## src/rtl/demux_pkg.sv

```systemverilog
// rtl/demux_pkg.sv - shared constants and slice helper for the 1-to-4 demux
package demux_pkg;

  localparam int NUM_CH = 4;
  localparam int SEL_W  = 2;

  typedef logic [SEL_W-1:0] sel_t;

  // Low bit of channel ch inside a flattened bus of w-bit lanes.
  function automatic int ch_lsb(input int ch, input int w);
    return ch * w;
  endfunction

endpackage

```

## src/rtl/demux_chan_buf.sv

```systemverilog
// rtl/demux_chan_buf.sv - one-entry channel holding buffer with drain counter
module demux_chan_buf #(
  parameter int WIDTH = 4,
  parameter int CNT_W = 8
) (
  input  logic             clk,
  input  logic             rst,
  input  logic             wr_en,
  input  logic [WIDTH-1:0] wr_data,
  input  logic             rd_ready,
  output logic             full,
  output logic [WIDTH-1:0] data,
  output logic [CNT_W-1:0] cnt
);

  logic             full_q, full_d;
  logic [WIDTH-1:0] data_q, data_d;
  logic [CNT_W-1:0] cnt_q, cnt_d;
  logic             rd_fire;

  assign rd_fire = full_q && rd_ready;

  // A write on the same edge as a drain wins, so the buffer stays full with no bubble.
  always_comb begin
    full_d = full_q;
    data_d = data_q;
    cnt_d  = cnt_q;
    if (rd_fire) begin
      full_d = 1'b0;
      cnt_d  = cnt_q + CNT_W'(1);
    end
    if (wr_en) begin
      full_d = 1'b1;
      data_d = wr_data;
    end
  end

  always_ff @(posedge clk) begin
    if (rst) begin
      full_q <= 1'b0;
      data_q <= '0;
      cnt_q  <= '0;
    end else begin
      full_q <= full_d;
      data_q <= data_d;
      cnt_q  <= cnt_d;
    end
  end

  assign full = full_q;
  assign data = data_q;
  assign cnt  = cnt_q;

endmodule

```

## src/rtl/demux_1to4.sv

```systemverilog
// rtl/demux_1to4.sv - routes one input stream to four independently drained channels
module demux_1to4
  import demux_pkg::*;
#(
  parameter int WIDTH = 4,
  parameter int CNT_W = 8
) (
  input  logic                    clk,
  input  logic                    rst,
  input  logic [WIDTH-1:0]        in_data,
  input  sel_t                    in_sel,
  input  logic                    in_valid,
  output logic                    in_ready,
  output logic [NUM_CH*WIDTH-1:0] out_data,
  output logic [NUM_CH-1:0]       out_valid,
  input  logic [NUM_CH-1:0]       out_ready,
  output logic [NUM_CH*CNT_W-1:0] xfer_cnt
);

  logic [NUM_CH-1:0] wr_en;

  // Only the addressed channel gates acceptance; other stalled channels never block.
  assign in_ready = !rst && (!out_valid[in_sel] || out_ready[in_sel]);

  always_comb begin
    wr_en = '0;
    if (in_valid && in_ready) begin
      wr_en[in_sel] = 1'b1;
    end
  end

  for (genvar i = 0; i < NUM_CH; i++) begin : g_ch
    demux_chan_buf #(
      .WIDTH(WIDTH),
      .CNT_W(CNT_W)
    ) u_buf (
      .clk     (clk),
      .rst     (rst),
      .wr_en   (wr_en[i]),
      .wr_data (in_data),
      .rd_ready(out_ready[i]),
      .full    (out_valid[i]),
      .data    (out_data[ch_lsb(i, WIDTH) +: WIDTH]),
      .cnt     (xfer_cnt[ch_lsb(i, CNT_W) +: CNT_W])
    );
  end

endmodule

```

## config.mk

```make
export PLATFORM = sky130hd
export DESIGN_NAME = demux_1to4
export DESIGN_NICKNAME = d
export VERILOG_FILES = /design/src/rtl/demux_pkg.sv /design/src/rtl/demux_chan_buf.sv /design/src/rtl/demux_1to4.sv
export SDC_FILE = /design/constraint.sdc
export NUM_CORES = 1
export LEC_CHECK = 0
export ABC_CLOCK_PERIOD_IN_PS = 1800
export CELL_PAD_IN_SITES_DETAIL_PLACEMENT = 1
export CELL_PAD_IN_SITES_GLOBAL_PLACEMENT = 1
export CORE_UTILIZATION = 36
export CTS_BUF_LIST = sky130_fd_sc_hd__clkbuf_8
export DETAILED_ROUTE_END_ITERATION = 16
export GPL_ROUTABILITY_DRIVEN = 0
export PLACE_DENSITY_LB_ADDON = 0.1
export SLEW_MARGIN = 20
export SYNTH_ARGS = -nofsm -noshare
export SYNTH_HDL_FRONTEND = slang
export SYNTH_SLANG_ARGS = --single-unit
```

## constraint.sdc

```tcl
create_clock -name clk -period 1.8 [get_ports clk]
set_input_delay 0.36 -clock clk [delete_from_list [all_inputs] [get_ports clk]]
set_output_delay 0.36 -clock clk [all_outputs]
set_load 0.02 [all_outputs]
```

### Yosys cells after proc, flatten, opt, wreduce, memory -nomap -nowiden

Cells that the tools add are included.

* reduce and logical (&&, ||, !) cells: 14
* bitwise operators: 0
* order comparisons: 2
* shift operators: 0
* equal/unequal tests: 0
* $mul: 0
* mux-type cells: 15
* divide/modulo/power cells: 0
* add/sub/neg operators: 4

Operators by type and width (number)
* $add 8x1->8 const B: 4
* $mux 1: 11
* $reduce_bool 2->1: 4
* $logic_and 1x1->1: 7
* $bmux 1 s2: 2
* $mux 4: 1
* $lt 2x3->1 const B: 1
* $demux 1 s2: 1
* $ge 2x1->1 const B: 1
* $logic_not 1->1: 2
* $logic_or 1x1->1: 1

* output and inout port bits: 53
* flip-flop bits (word level): 52
* input port bits: 13
* word-level logic and storage cells: 47
* memory bits (writable): 0
* memory bits (read-only): 0
* bits in latches: 0
* memories: 0

### Logic depth before layout (Yosys ltp)

* depth in word-level cells: 8
* gate-level depth with buffers: 5
* mapped depth without buffers: 4

### Cells and area by module

A second synthesis with hierarchy kept.

* cell total of the unflattened synthesis: 250
* area total of the unflattened synthesis: 2218.4 um2

Modules (own cells, without submodules)
* demux_chan_buf: sequential area each 260.2 um2, cells an instance 58, instances 4, area an instance 526.8 um2
* demux_1to4: sequential area each 0.0 um2, cells an instance 18, instances 1, area an instance 111.4 um2

### Worst setup path after synthesis

OpenSTA, ideal clock, no wires.

* kind: input to output
* start: in in_sel[0]
* end: out in_ready
* buffers on the path: 1
* data required time: 1.440 ns
* slack: 0.061 ns
* stages: 4
* arrival time: 1.379 ns
* path through: buf_2 > inv_1 > mux4_2 > nor2_1

* cells in the longest elaborated chain, start to end: 5
* elaborated cells on any way between the ends: 7
* those cells by class: 4 x mux; 3 x reduce/logical

RTL lines
* start: declaration: line demux_1to4.sv:11 `input sel_t in_sel,`
* $bmux 1 s2: line demux_1to4.sv:23 `assign in_ready = !rst && (!out_valid[in_sel] || out_ready[in_sel]);`
* $mux 1 (implied by the code): line demux_1to4.sv:23
* $logic_not 1->1: line demux_1to4.sv:23
* $logic_or 1x1->1 *: line demux_1to4.sv:23
* $logic_and 1x1->1 *: line demux_1to4.sv:23
* end: declaration: line demux_1to4.sv:13 `output logic in_ready,`

Mark *: on every way between the ends. The rest lies on a longest branch, timed or not. The select of a mux whose other input is x is not followed.

### Final worst setup path

* start: reg g_ch[1].u_buf.full_q
* end: out in_ready

* cells in the longest elaborated chain, start to end: 5

RTL lines
* start: declaration: line demux_chan_buf.sv:16 `logic full_q, full_d;`
* start signal: assignment: line demux_chan_buf.sv:44 `full_q <= full_d;`
* $bmux 1 s2: line demux_1to4.sv:23
* $mux 1 (implied by the code): line demux_1to4.sv:23
* $logic_not 1->1: line demux_1to4.sv:23
* $logic_or 1x1->1: line demux_1to4.sv:23
* $logic_and 1x1->1: line demux_1to4.sv:23

No other way between the ends. The select of a mux whose other input is x is not followed.

==> impl_metrics.ini <==
[setup_path]
crit_fanout = 2
reg2reg_to = g_ch[1].u_buf.cnt[4]
critPathArrivalTime_ns = 1.55
r2r_slack_ns = 0.44
crit_path_end_kind = output port
critPathMaxStageDelay_ns = 0.48
critical_path.top_delay_family = multiplexers
path_buf_inv = 1
ff2ff_path_depth = 4
critical_path_class = flip-flop to output port
crit_chain = and2b_1 -> mux4_2 -> nor2_1 -> buf_4
reg2reg_from = g_ch[1].u_buf.cnt[0]
crit_path_top_delay_cell = mux4_2
cp.required_ns = 1.44
start_kind = flip-flop

[timing]
worst_slew_pin_slew_ns = 0.3224
period_minus_slack_ns = 1.908
slew_headroom_pct = 78.51
min_period_over_period_pct = 106.0
fin_ws_ns = -0.1075
skew_ns = 0.005906
setup_viol = 1
slew_violations = 0
fmax_mhz = 524.2
rsz0062_at_grt = true
setup_tns_ns = -0.1075
final-hold-violation-count = 0

[place]
place_inst = 420
portBuffers = 65
hpwl_mm = 4.889
post-place-ws_ns = -0.8536

[cells_and_area]
syn_to_final_growth_pct = 38.82
n_antenna_cell = 0
mostFrequentLayoutCells = 52 x dfxtp_1, 51 x clkdlybuf4s50_1, 40 x a21oi_1
stdcell_count = 428
final_common_cell = dfxtp_1
drive_gt1_share_pct = 11.97
nets = 368

[grt]
grt-ovfl-total = 0
antenna_found_initial = 0
grt_max_degree = 31
grt_pass1_wl_mm = 11.48
grt_use_total_pct = 20.15
grt_pass1_vias = 2232

[run]
maxCapViolations = 0

[floorplan]
rows = 29
initial_core_util_pct = 37.36
die_x_um = 83.18
core_area_mm2 = 0.006350
dieArea_mm2 = 0.006918
fp.dieH_um = 83.18
ioPinCount = 66

[clocking]
tritoncts = yes
cts_made_buffers = 5
cts_max_level = 2
cts.sinks = 52
clockBufferDepth = 2
clkTransAtPathRegs_ns = 0.09
clock_latency_ns = 0.30
hold_buffers = 0
cts-root-buf = clkbuf_8

[pwr]
p_int_mw = 1.513
p_clk_share_pct = 31.4
p_per_area_mw_per_mm2 = 613.3
ir_drop_mv = 0.3787
swShare_pct = 25.10
p_switching_mw = 0.5069
power_frac_seq_pct = 58.1
combPwrFrac_pct = 10.5
p_leak_nw = 1.211

[drt]
wl_mm = 6.701
drc_errors = 0
vias = 2347
drtIter0Drc = 129
routedWlPerCell_um = 15.66
dr.pass1.iters = 4
via_per_inst = 5.484
postRouteAntennaNets = 0

[yosys]
yosysTopAreaCellShare_pct = 43.88
syn_inst = 272
synth-seq-cells = 52
yosysSeqAreaShare_pct = 43.88
synth.largest_area_cell = dfxtp_1
synth_area_mm2 = 0.002372
syn_nets = 289
synth.avg_cell_area_um2 = 8.722
ys_warn_count = 0
synthDistinctLibCells = 32
synthTopCellsByArea = dfxtp_1 44%, a21oi_1 8.4%, o31ai_1 7.6%

[min_path]
holdPathStages = 2
hold-path-endpoint = g_ch[1].u_buf.data[0]
hold_class = flip-flop to flip-flop
min_from = g_ch[1].u_buf.data[0]

[run_status]
outcome = finished, violations left
violations = negative setup slack
[power by group through the flow]
stage	logic [mW]	clock network (mW)	registers, mW
after floorplan	0.0851	0	1.21
after global placement	0.213	0	1.20
after detailed placement	0.217	0	1.20
after CTS	0.213	0.660	1.17
after global routing	0.230	0.707	1.18
final	0.212	0.635	1.17
[cell usage after synthesis]
master	count
inv_1	6
buf_4	4
nor2_1	16
dfxtp_1	52
xor2_1	7
nand2b_1	3
a21oi_1	40
nor2b_1	4
ha_1	4
or4_1	8
o31ai_1	24
xnor2_1	1
a31oi_1	1
nand4_1	24
mux4_2	1
clkinv_1	1
o21ai_0	9
nand3_1	15
and3b_1	1
nor3b_2	1
buf_2	5
nand2_1	15
mux2_2	3
buf_1	2
clkbuf_1	6
nand4_2	1
or3_1	9
nand3b_1	1
and2b_1	3
or2b_1	1
or3b_1	1
nand3_2	3
[layout make-up]
| class | count | area (µm²) |
|---|---|---|
| Fill cell | 781 | 3057 |
| Multi-Input combinational cell | 196 | 1220 |
| Sequential cell | 52 | 1041 |
| Timing Repair Buffer | 89 | 832.0 |
| Tap cell | 77 | 96.34 |
| Clock buffer | 5 | 68.82 |
| Inverter | 7 | 26.28 |
| Clock inverter | 2 | 8.758 |
[registers in the layout (all words and copies together), names as in the netlist]
signal	count
g_ch.u_buf.cnt	32
g_ch.u_buf.data	16
g_ch.u_buf.full	4
[metal layers]
layer / routed length, µm / up-vias / global-route usage [%]
li1: - / 1164 / -
met1: 3273 / 1130 / 29.21
met4: 88 / 0 / 5.329
met3: 290 / 7 / 4.175
met5: 0 / - / 0
met2: 3049 / 46 / 30.33
[cell families (layout without fill, tap and decap cells)]
| kind of cell | count (synthesis) | in the layout | synth area share (%) |
|---|---|---|---|
| simple gates | 106 | 106 | 25.79 |
| compound gates | 74 | 74 | 18.20 |
| flops | 52 | 52 | 43.88 |
| buf+inv | 24 | 103 | 4.694 |
| xor+xnor | 8 | 8 | 2.954 |
| fa+ha+maj | 4 | 4 | 2.110 |
| mux | 4 | 4 | 2.373 |
[tightest hold or removal path, delay by kind of cell (launching register included)]
family          cells  cell delay, ns
flops               1            0.32
compound gates      2            0.12
[metrics by stage]
stage	hold WS, ns	utilization [%]	power [mW]	cell area, µm²
2_1_floorplan	0.5102	-	1.300	2372
6_report	0.4750	51.86	2.020	3293
5_1_grt	0.4914	51.86	2.112	3293
3_3_place_gp	0.4596	50.42	1.412	3202
4_1_cts	0.4822	51.63	2.046	3278
3_5_place_dp	0.4681	50.42	1.417	3202
[worst max-delay path by stage]
stage / startpoint / end / slack (ns) / depth (start not counted)
after CTS: g_ch[0].u_buf.full / in_ready / -0.14 / 4
after global routing: g_ch[1].u_buf.full / in_ready / -0.18 / 4
after detailed placement: out_ready[0] / in_ready / -0.85 / 5
after global placement: out_ready[0] / in_ready / -0.83 / 5
after floorplan: in_sel[0] / in_ready / 0.06 / 4
final: g_ch[1].u_buf.full / in_ready / -0.11 / 4
[what timing repair did]
item                       4_1_cts  5_1_grt
setup buffers                    1        0
resized for setup               13        6
setup endpoints to repair        1        7
pin swaps                        1        1
Power figures use the tool's default switching activity.
